File: src/rtl/rmw_sweep_driver_pkg.sv
// Shared definitions for the RMW sweep driver: default sizes, the memory
// command encoding and the sequencer state type.
package rmw_sweep_driver_pkg;

  // Default geometry of the read/conditional-write memory.
  localparam int DEF_DEPTH  = 8;
  localparam int DEF_DATA_W = 32;
  localparam int DEF_ADDR_W = 32;

  // Command encoding. It is carried on the memory enable line.
  typedef enum logic {
    OP_COPY = 1'b0,  // mem[a] <= mem[a+4]
    OP_INC  = 1'b1   // mem[a] <= mem[a] + 1
  } op_e;

  // Sequencer states.
  typedef enum logic [1:0] {
    IDLE  = 2'd0,
    ISSUE = 2'd1,
    DONE  = 2'd2
  } state_e;

endpackage : rmw_sweep_driver_pkg

File: src/rtl/rmw_sweep_addr_gen.sv
// Address generator for the RMW sweep. It holds the base and length latched
// at start, counts the command index and produces the word address that wraps
// modulo DEPTH. It also flags the final command. A length above DEPTH is
// clamped to DEPTH when it is latched.
module rmw_sweep_addr_gen
  import rmw_sweep_driver_pkg::*;
#(
  parameter int DEPTH = DEF_DEPTH
) (
  input  logic                     clk,
  input  logic                     reset,
  input  logic                     load,
  input  logic                     step,
  input  logic [$clog2(DEPTH)-1:0] base,
  input  logic [$clog2(DEPTH):0]   len,
  output logic [$clog2(DEPTH)-1:0] addr,
  output logic                     last
);

  localparam int AW = $clog2(DEPTH);
  localparam int CW = AW + 1;

  logic [AW-1:0] base_q;
  logic [CW-1:0] len_q;
  logic [CW-1:0] idx_q;
  logic [CW-1:0] len_clamped;

  // Clamp the requested length so that a sweep never revisits a word.
  always_comb begin
    len_clamped = (len > CW'(DEPTH)) ? CW'(DEPTH) : len;
  end

  // Latch the sweep parameters at start, then advance one index per command.
  always_ff @(posedge clk or posedge reset) begin
    if (reset) begin
      // NOTE: sequential state always uses non-blocking assignments, so every
      // register samples the values that were present before the clock edge.
      base_q <= '0;
      len_q  <= '0;
      idx_q  <= '0;
    end else if (load) begin
      base_q <= base;
      len_q  <= len_clamped;
      idx_q  <= '0;
    end else if (step) begin
      idx_q <= idx_q + CW'(1);
    end
  end

  // Address wrap comes free because the sum is truncated to AW bits (DEPTH is
  // a power of two).
  always_comb begin
    addr = base_q + idx_q[AW-1:0];
    last = (idx_q == (len_q - CW'(1)));
  end

endmodule : rmw_sweep_addr_gen

File: src/rtl/rmw_sweep_driver.sv
// Initiator-side sequencer for the 8-entry read/conditional-write memory.
// On start it walks a contiguous, wrapping address range. It issues one INC
// or COPY command per cycle and samples the combinational read data of each
// command it issues.
//
// The memory-side outputs are registered copies of the internal state. The
// command that the FSM issues in internal cycle k is therefore presented to
// the memory in cycle k+1. io_done and io_busy follow the same one-cycle lag.
//
// Optional feature macro: RMW_SWEEP_SUM_EN. When it is defined, io_sum is a
// running sum of the sampled read data. When it is not defined, io_sum is
// tied to 0.
module rmw_sweep_driver
  import rmw_sweep_driver_pkg::*;
#(
  parameter int DEPTH  = DEF_DEPTH,
  parameter int DATA_W = DEF_DATA_W,
  parameter int ADDR_W = DEF_ADDR_W
) (
  input  logic                     clk,
  input  logic                     reset,
  input  logic                     io_start,
  input  logic                     io_op,
  input  logic [$clog2(DEPTH)-1:0] io_base,
  input  logic [$clog2(DEPTH):0]   io_len,
  output logic                     io_busy,
  output logic                     io_done,
  output logic                     io_mem_valid,
  output logic                     io_mem_enable,
  output logic [ADDR_W-1:0]        io_mem_addr,
  input  logic [DATA_W-1:0]        io_mem_rdata,
  output logic [DATA_W-1:0]        io_sum,
  output logic [DATA_W-1:0]        io_last
);

  localparam int AW = $clog2(DEPTH);

  state_e        state;
  state_e        state_next;
  op_e           op_q;
  logic          gen_load;
  logic          gen_step;
  logic          gen_last;
  logic [AW-1:0] gen_addr;

  rmw_sweep_addr_gen #(
    .DEPTH(DEPTH)
  ) u_addr_gen (
    .clk  (clk),
    .reset(reset),
    .load (gen_load),
    .step (gen_step),
    .base (io_base),
    .len  (io_len),
    .addr (gen_addr),
    .last (gen_last)
  );

  // State register. Reset aborts any sweep that is in progress.
  always_ff @(posedge clk or posedge reset) begin
    if (reset) state <= IDLE;
    else       state <= state_next;
  end

  // Next-state logic and sweep control strobes. A start is honoured only in IDLE.
  always_comb begin
    // NOTE: every signal gets a default before the case, so no path leaves a
    // value unassigned and no latch is inferred.
    state_next = state;
    gen_load   = 1'b0;
    gen_step   = 1'b0;
    unique case (state)
      IDLE: begin
        if (io_start) begin
          gen_load   = 1'b1;
          state_next = (io_len == '0) ? DONE : ISSUE;
        end
      end
      ISSUE: begin
        gen_step = 1'b1;
        if (gen_last) state_next = DONE;
      end
      DONE: begin
        state_next = IDLE;
      end
      default: begin
        state_next = IDLE;
      end
    endcase
  end

  // Latch the command type for the whole sweep.
  always_ff @(posedge clk or posedge reset) begin
    if (reset)         op_q <= OP_COPY;
    else if (gen_load) op_q <= op_e'(io_op);
  end

  // Registered memory command and status outputs. The command fields are
  // zero in every state except ISSUE.
  always_ff @(posedge clk or posedge reset) begin
    if (reset) begin
      io_mem_valid  <= 1'b0;
      io_mem_enable <= 1'b0;
      io_mem_addr   <= '0;
      io_busy       <= 1'b0;
      io_done       <= 1'b0;
    end else begin
      io_mem_valid  <= (state == ISSUE);
      io_mem_enable <= (state == ISSUE) && (op_q == OP_INC);
      io_mem_addr   <= (state == ISSUE) ? ADDR_W'(gen_addr) : '0;
      io_busy       <= (state != IDLE);
      io_done       <= (state == DONE);
    end
  end

  // Capture the read data of each command while that command is presented.
  always_ff @(posedge clk or posedge reset) begin
    if (reset)             io_last <= '0;
    else if (io_mem_valid) io_last <= io_mem_rdata;
  end

`ifdef RMW_SWEEP_SUM_EN
  // Running sum of the sampled read data. It is cleared by each accepted
  // start and wraps at DATA_W.
  always_ff @(posedge clk or posedge reset) begin
    if (reset)             io_sum <= '0;
    else if (gen_load)     io_sum <= '0;
    else if (io_mem_valid) io_sum <= io_sum + io_mem_rdata;
  end
`else
  // This build has no accumulator.
  assign io_sum = '0;
`endif

endmodule : rmw_sweep_driver

File: config.mk
export PLATFORM = sky130hd
export DESIGN_NAME = rmw_sweep_driver
export DESIGN_NICKNAME = d
export VERILOG_FILES = /design/src/rtl/rmw_sweep_driver_pkg.sv /design/src/rtl/rmw_sweep_addr_gen.sv /design/src/rtl/rmw_sweep_driver.sv
export SDC_FILE = /design/constraint.sdc
export NUM_CORES = 1
export LEC_CHECK = 0
export CAP_MARGIN = 20
export CORE_MARGIN = 10
export CORE_UTILIZATION = 42
export DETAILED_ROUTE_END_ITERATION = 8
export GPL_TIMING_DRIVEN = 0
export MAX_ROUTING_LAYER = met4
export PLACE_DENSITY = 0.86
export RECOVER_POWER = 25
export SLEW_MARGIN = 20
export SYNTH_ARGS = -nofsm -noshare
export SYNTH_HDL_FRONTEND = slang
export SYNTH_SLANG_ARGS = --single-unit
File: constraint.sdc
create_clock -name clk -period 3.2 [get_ports clk]
set_input_delay 0.64 -clock clk [delete_from_list [all_inputs] [get_ports clk]]
set_output_delay 0.64 -clock clk [all_outputs]
set_load 0.005 [all_outputs]
==> results.cfg, run 1 <==
[setup_path]
cp_max_fo = 32
crit_end = u_addr_gen.idx_q[3]$_DFFE_PP0P_
crit_buf_inv = 2
crit_path_start_kind = primary input
reg2reg_from = u_addr_gen.idx_q[0]$_DFFE_PP0P_
cp_num_cells = 2
cp.arrival_ps = 2090
worst_ep_required_time_ps = 3420
r2r_slack_ps = 1570
worstPathCellList = dlygate4sd3_1 -> inv_1
path_delay_family = buffers and inverters
cpPeakStageDelay_ps = 910
r2r.worst_path.cells = 6
endpoint_kind = async pin
crit_start = reset
crit_type = primary input to async pin
cp_slowest_cell = inv_1
regToRegEndpoint = io_mem_addr[2]$_DFF_PP0_

[floorplanning]
start_util = 0.434
core_area_sq_um = 5920
die_x_um = 98.2
num_rows = 28
die_area_sq_um = 9640
dieHeight_um = 98.2
ioPinCount = 143

[clock_network]
hold_buffers = 0
cts_tree = done
cts-resized-gates = 0
clockBufferDepth = 2
cts_buffers = 5
clk_pin_slew_ps = 90
clock_sinks = 53
cts.htree.levels = 2
cts-root-buf = clkbuf_8
postCtsSetupBuffers = 0
clk_latency_ps = 300

[routing]
dr_total_vias = 1767
drt_iter0_markers = 68
via_per_inst = 4.07
wire_per_inst_um = 14.7
drt-total-wl_um = 6390
drtAntennaViolNets = 0
drtPass1Iterations = 4
drc = 0

[sta]
clock_skew_ps = 5.03
setup_viol_count_final = 0
hold_violations = 0
max_slew_margin = 0.159
worst_slew_pin_slew_ps = 1260
setup_tns_ps = 0
period_needed_ps = 1870
slew_violations = 0
grt_setup_unrepaired = false
fmax_ghz = 0.535
finalCritPeriodShare = 0.584

[final_layout]
antenna_cells = 0
utilization = 0.650
final_common_cell = clkdlybuf4s50_1
layout_common_cells = clkdlybuf4s50_1, buf_4, conb_1
area_growth_pct = 49.7
stdcell_area_sq_um = 3850
fin_nets = 405
num-fill-cells = 448
drive_gt1_frac = 0.292

[grt]
grt_pass1_vias = 1910
overflow = 0
grt_max_degree = 33
grt_pass1_wl_um = 10100
grt_usage = 0.133
antenna_found_initial = 0

[outcome]
status = complete, no violations

[synthesis]
synth_area_sq_um = 2570
yosys_warnings = 0
synth_seq_area_share = 0.516
synth_area_per_cell_sq_um = 12.3
ys_ff_latch = 53
synth_cell_types = 28
syn-instance-count = 209

[placed_design]
gp_congestion = 0.789
place_area_sq_um = 3730
port_buffers = 81
dp_hpwl_um = 5420

[power_and_ir_drop]
p_leak_uw = 0.00184
powerDensity_nw_per_um2 = 783
power_uw = 3010
peakVddDrop_mv = 0.430

[flow_run]
drv_cap = 0

[min_path]
hold_path.class = register to register
layout make-up:
class | count | area, sq um | share of cell area
timing repair buffer | 82 | 838 | 0.218
clock buffer | 6 | 82.6 | 0.0215
tap | 75 | 93.8 | 0.0244
sequential | 53 | 1330 | 0.345
buffer | 66 | 482 | 0.125
clock inverter | 2 | 37.5 | 0.00976
inverter | 8 | 30.0 | 0.00781
multi-input combinational | 142 | 956 | 0.249
synthesized netlist by cell type:
cell type  instances  share of area
mux2_2            29           0.13
nand3b_1           2         0.0058
mux2_1             7          0.031
o21ai_0            3         0.0058
nor4_1             1         0.0024
nor2_1             3         0.0044
dfrtp_1           53           0.52
clkbuf_1           1         0.0015
inv_1              7          0.010
fa_1               1         0.0078
a22o_1             2         0.0068
o21ai_1            4         0.0078
inv_2              1         0.0015
nor3_2             1         0.0039
nand2b_1           2         0.0049
and2_1             3         0.0073
buf_4             61           0.18
buf_2              4         0.0078
nand3_1            2         0.0039
nand4_1            1         0.0024
o22ai_1            1         0.0024
nand2_1            5         0.0073
conb_1             1         0.0015
nor4_2             1         0.0049
o21bai_1           1         0.0029
xnor2_1            8          0.027
ha_1               3          0.015
nor2b_1            1         0.0024
worst min path at each step:
stage	startpoint	to	slack [ps]	cells after the start
2_1_floorplan	op_q$_DFFE_PP0P_	io_mem_enable$_DFF_PP0_	450	1
3_3_place_gp	state[0]$_DFFE_PP0P_	io_done$_DFF_PP0_	450	1
3_5_place_dp	op_q$_DFFE_PP0P_	op_q$_DFFE_PP0P_	470	1
4_1_cts	state[0]$_DFFE_PP0P_	io_done$_DFF_PP0_	490	1
5_1_grt	state[0]$_DFFE_PP0P_	io_done$_DFF_PP0_	490	1
6_report	state[0]$_DFFE_PP0P_	io_done$_DFF_PP0_	490	1
metal layers:
metal | up-vias | wire length (um) | global-route usage
met5 | - | 0 | -
li1 | 856 | - | -
met4 | 0 | 80 | 0.0441
met3 | 4 | 478 | 0.0444
met2 | 88 | 3210 | 0.220
met1 | 819 | 2620 | 0.149
flip-flops by register name (all words and copies together), names as in the netlist:
register / count
io_busy: 1
io_done: 1
io_last: 32
io_mem_addr: 3
io_mem_enable: 1
io_mem_valid: 1
op_q: 1
state: 2
u_addr_gen.base_q: 3
u_addr_gen.idx_q: 4
u_addr_gen.len_q: 4
worst reg2reg max path: cells and delay by family, from the launching register on:
family	cells	cell delay, ps
XOR/XNOR	2	360
adder cells (fa/ha/maj)	2	570
buffers and inverters	1	50
flip-flops	1	470
AND/OR/NAND/NOR	1	60
report_power, final:
group	total, uW	internal [uW]	leakage [uW]	switching, uW
clock	468	254	0.0000574	214
sequential	1150	973	0.000634	180
combinational	1390	859	0.00115	533
total	3010	2090	0.00184	926
kinds of logic (layout without fill, tap and decap cells):
logic type,Yosys count,after routing,synth area share
DFF,53,53,0.516
muxes,36,36,0.158
other,1,61,0.00146
and+or+nand+nor,22,22,0.0497
AOI/OAI and AO/OA,11,11,0.0258
buffers and inverters,74,164,0.199
xor gates and xnor gates,8,8,0.0273
adders and majority gates,4,4,0.0224
through the flow:
stage | cells | hold WS (ps) | setup slack [ps]
global route | 434 | 491 | 1080
detailed placement | 426 | 473 | 1250
CTS | 434 | 486 | 1360
global placement | 425 | 454 | 333
finish | 434 | 485 | 1330
floorplan | 269 | 446 | 1270
Power figures use the tool's default switching activity.
==> inputs of run 2 (changes only) <==
CORE_UTILIZATION = 35   (was 42)
PLACE_DENSITY = 0.77   (was 0.86)
clock period = 1.7 ns   (was 3.2 ns; I/O delays follow)
==> results.cfg, run 2 (synthesized netlist as in run 1, its figures left out) <==
[outcome]
status = complete, no violations

[grt]
grt_usage = 0.110
overflow = 0
grt_pass1_wl_um = 9720
grt_pass1_vias = 1826
grt_max_degree = 33
antenna_found_initial = 0

[final_layout]
drive_gt1_frac = 0.287
fin_nets = 405
multi_input_area_sq_um = 956
area_growth_pct = 49.5
antenna_cells = 0
regMostFlops = io_last
top_regs = io_last x32, u_addr_gen.idx_q x4, u_addr_gen.len_q x4
final_common_cell = clkdlybuf4s50_1
seqCellArea_sq_um = 1330
largest_reg_flops = 32
layout_common_cells = clkdlybuf4s50_1, buf_4, conb_1
num-fill-cells = 609

[placed_design]
dp_hpwl_um = 5160
port_buffers = 81
detailedPlace.worstSlack_ps = 15.3
gp_congestion = 0.734

[sta]
grt_setup_unrepaired = false
setup_viol_count_final = 0
hold_violations = 0
period_needed_ps = 1540
finalCritPeriodShare = 0.907
setup_tns_ps = 0
slew_violations = 0
worst_slew_pin_slew_ps = 1250
clock_skew_ps = 5.71
setup_ws_ps = 157
max_slew_margin = 0.163
fmax_ghz = 0.648

[setup_path]
crit_path_start_kind = register
cp_max_fo = 6
r2r_slack_ps = 160
endpoint_kind = register
reg2reg_from = u_addr_gen.idx_q[0]$_DFFE_PP0P_
crit_start = u_addr_gen.idx_q[0]$_DFFE_PP0P_
cp.arrival_ps = 1730
crit_buf_inv = 1
crit_type = register to register
worstPathCellList = ha_1 -> inv_1 -> fa_1 -> xnor2_1 -> xnor2_1 -> nor2_1
worst_ep_required_time_ps = 1890
cpPeakStageDelay_ps = 460
crit_end = io_mem_addr[2]$_DFF_PP0_
cp_slowest_cell = dfrtp_1
path_delay_family = adder cells
cp_num_cells = 6
crit_top_cell = xnor2_1
regToRegEndpoint = io_mem_addr[2]$_DFF_PP0_
r2r.worst_path.cells = 6

[floorplanning]
die_x_um = 106
dieHeight_um = 106
die_area_sq_um = 11200
ioPinCount = 143
num_rows = 31
start_util = 0.358
core_area_sq_um = 7180

[clock_network]
cts-resized-gates = 0
cts_tree = done
clockBufferDepth = 2
cts_buffers = 5
postCtsSetupBuffers = 0
cts.htree.levels = 2
cts-root-buf = clkbuf_8
clock_sinks = 53
hold_buffers = 0
clk_latency_ps = 300
clk_pin_slew_ps = 90

[flow_run]
drv_cap = 0

[routing]
drt-total-wl_um = 6080
drtPass1Iterations = 2
dr_total_vias = 1752
wire_per_inst_um = 13.3
drt_iter0_markers = 62
via_per_inst = 3.83
drc = 0
drtAntennaViolNets = 0

[power_and_ir_drop]
power_uw = 5420
peakVddDrop_mv = 0.405
p_leak_uw = 0.00182
powerDensity_nw_per_um2 = 1410

[min_path]
hold_path.class = register to register
## run 2: layout make-up
type / instances / area share
clock inverter: 1 / 0.00196
clock buffer: 7 / 0.0199
multi-input combinational: 142 / 0.249
inverter: 8 / 0.00782
buffer: 66 / 0.125
sequential: 53 / 0.345
timing repair buffer: 82 / 0.218
tap: 99 / 0.0323
## run 2: metrics by stage
| stage | instances | utilization | instance area (sq um) | hold slack, ps |
|---|---|---|---|---|
| after detailed placement | 450 | 0.523 | 3760 | 471 |
| after floorplan | 269 | - | 2790 | 446 |
| after global placement | 449 | 0.520 | 3730 | 459 |
| final | 458 | 0.535 | 3840 | 485 |
| after global routing | 458 | 0.535 | 3840 | 505 |
| after CTS | 458 | 0.535 | 3840 | 478 |
## run 2: worst min-delay path by stage
stage / start / end / slack [ps] / depth (start not counted)
final: state[0]$_DFFE_PP0P_ / io_done$_DFF_PP0_ / 480 / 1
after global routing: state[0]$_DFFE_PP0P_ / io_done$_DFF_PP0_ / 510 / 1
after CTS: reset / io_last[21]$_DFFE_PP0P_ / 480 / 2
after detailed placement: op_q$_DFFE_PP0P_ / op_q$_DFFE_PP0P_ / 470 / 1
after global placement: state[0]$_DFFE_PP0P_ / io_done$_DFF_PP0_ / 460 / 1
after floorplan: op_q$_DFFE_PP0P_ / io_mem_enable$_DFF_PP0_ / 450 / 1
## run 2: power by group
| group | total [uW] | leakage [uW] | internal (uW) | switching [uW] |
|---|---|---|---|---|
| clock network | 675 | 0.0000385 | 292 | 383 |
| logic | 2590 | 0.00115 | 1620 | 975 |
| registers | 2150 | 0.000634 | 1830 | 320 |
| total | 5420 | 0.00182 | 3740 | 1680 |
## run 2: layer usage
metal / global-route usage / vias up / routed length [um]
li1: - / 862 / -
met1: 0.125 / 800 / 2560
met2: 0.181 / 83 / 3010
met3: 0.0378 / 7 / 437
met4: 0.0319 / 0 / 70
met5: - / - / 0
## run 2: worst register-to-register path, cell delays in order, from the launching register on
cell and delay [ps]:
dfrtp_1 460, ha_1 180, inv_1 50, fa_1 380, xnor2_1 180, xnor2_1 130, nor2_1 50
==> inputs of run 3 (changes only) <==
CORE_UTILIZATION = 25   (was 35)
PLACE_DENSITY = default   (was 0.77)
clock period = 1.3 ns   (was 1.7 ns; I/O delays follow)
==> results.cfg, run 3 (synthesized netlist as in run 1, its figures left out) <==
[outcome]
status = finished, violations left
violations = negative setup slack

[routing]
via_per_inst = 3.56
drtPass1Iterations = 4
drtAntennaViolNets = 0
drt-total-wl_um = 6430
drt_iter0_markers = 114
wire_per_inst_um = 12.7
dr_total_vias = 1798
drc = 0

[grt]
grt_pass1_wl_um = 9800
grt_max_degree = 31
overflow = 0
antenna_found_initial = 0
grt_pass1_vias = 1861
grt_usage = 0.0868

[floorplanning]
dieHeight_um = 121
core_area_sq_um = 9910
ioPinCount = 143
num_rows = 36
die_area_sq_um = 14700
start_util = 0.259
die_x_um = 121

[min_path]
hold_path_depth = 1
hold_path.class = register to register

[final_layout]
utilization = 0.403
fin_nets = 418
final_common_cell = buf_4
largest_reg_flops = 32
num-fill-cells = 994
regMostFlops = io_last
area_growth_pct = 55.6
antenna_cells = 0
layout_common_cells = buf_4, conb_1, dfrtp_1
fin_cells = 505
top_regs = io_last x32, u_addr_gen.idx_q x4, u_addr_gen.len_q x4
drive_gt1_frac = 0.355

[sta]
fmax_ghz = 0.712
setup_viol_count_final = 3
hold_ws_ps = 493
period_needed_ps = 1400
setup_ws_ps = -105
setup_tns_ps = -264
grt_setup_unrepaired = true
finalCritPeriodShare = 1.08
hold_violations = 0
worst_slew_pin_slew_ps = 649
max_slew_margin = 0.566
clock_skew_ps = 8.56
slew_violations = 0

[clock_network]
cts_buffers = 5
clk_pin_slew_ps = 90
cts.htree.levels = 2
hold_buffers = 0
cts-root-buf = clkbuf_8
clockBufferDepth = 2
clock_sinks = 53
clk_latency_ps = 300
cts_tree = done

[placed_design]
port_buffers = 81
dp.cells = 484
gp_congestion = 0.737
detailedPlace.worstSlack_ps = -291
dp_hpwl_um = 5200

[setup_path]
worst_ep_required_time_ps = 1470
crit_path_start_kind = register
cp.arrival_ps = 1580
crit_type = register to register
r2r.worst_path.cells = 6
cp_max_fo = 2
endpoint_kind = register

[power_and_ir_drop]
switching_power_uw = 2370
powerDensity_nw_per_um2 = 1840
switching_share = 0.323
clockPowerShare = 0.133
peakVddDrop_mv = 0.639
p_int_uw = 4970
combPwrFrac = 0.486
sequentialPowerShare = 0.381
p_leak_uw = 0.00197

[flow_run]
drv_cap = 0
-- run 3: final cells by class --
type / instances / area [sq um] / share of cell area
clock buffers: 6 / 82.6 / 0.0207
well taps: 133 / 166 / 0.0416
repair buffers: 95 / 871 / 0.218
clock inverters: 2 / 13.8 / 0.00344
multi-input cells: 142 / 1010 / 0.252
plain buffers: 66 / 495 / 0.124
flip-flops and latches: 53 / 1330 / 0.332
inverters: 8 / 33.8 / 0.00845
-- run 3: what timing repair did --
item / 4_1_cts / 5_1_grt
gates resized for setup: 51 / 8
setup endpoints to repair: 76 / 38
setup buffers: 6 / 7
pin swaps: 7 / 5
endpoints found under the hold margin: 0 / 0
-- run 3: worst paths after layout --
kind | startpoint | endpoint | slack [ps]
setup reg to reg | u_addr_gen.len_q[1]$_DFFE_PP0P_ | state[0]$_DFFE_PP0P_ | -100
setup / recovery | u_addr_gen.len_q[1]$_DFFE_PP0P_ | state[0]$_DFFE_PP0P_ | -100
hold reg to reg | state[0]$_DFFE_PP0P_ | io_done$_DFF_PP0_ | 490
hold / removal | state[0]$_DFFE_PP0P_ | io_done$_DFF_PP0_ | 490
max in group asynchronous | reset | u_addr_gen.idx_q[0]$_DFFE_PP0P_ | 170
min in group asynchronous | reset | io_last[24]$_DFFE_PP0P_ | 510
-- run 3: power by group through the flow --
stage	registers (uW)	logic (uW)	clock network, uW
floorplan	2860	1840	0
global placement	2830	3440	0
detailed placement	2870	3490	0
CTS	2790	3430	1020
global route	2900	3920	1100
finish	2790	3570	979
-- run 3: per-layer routing --
layer / global-route usage / up-vias / routed length (um)
li1: - / 888 / -
met1: 0.0960 / 829 / 2610
met2: 0.144 / 79 / 3290
met3: 0.0275 / 2 / 464
met4: 0.0313 / 0 / 60
met5: - / - / 0
-- run 3: worst max-delay path, cell delays in order (launching register included) --
cell     delay, ps
dfrtp_1        390
inv_2           70
ha_4           160
xnor2_2        130
xnor2_1        140
nor4_2         300
o22ai_1        110
-- run 3: stage by stage --
step	instance area, sq um	power (uW)
2_1_floorplan	2810	4700
3_3_place_gp	3790	6270
3_5_place_dp	3810	6360
4_1_cts	3940	7240
5_1_grt	4000	7920
6_report	4000	7340
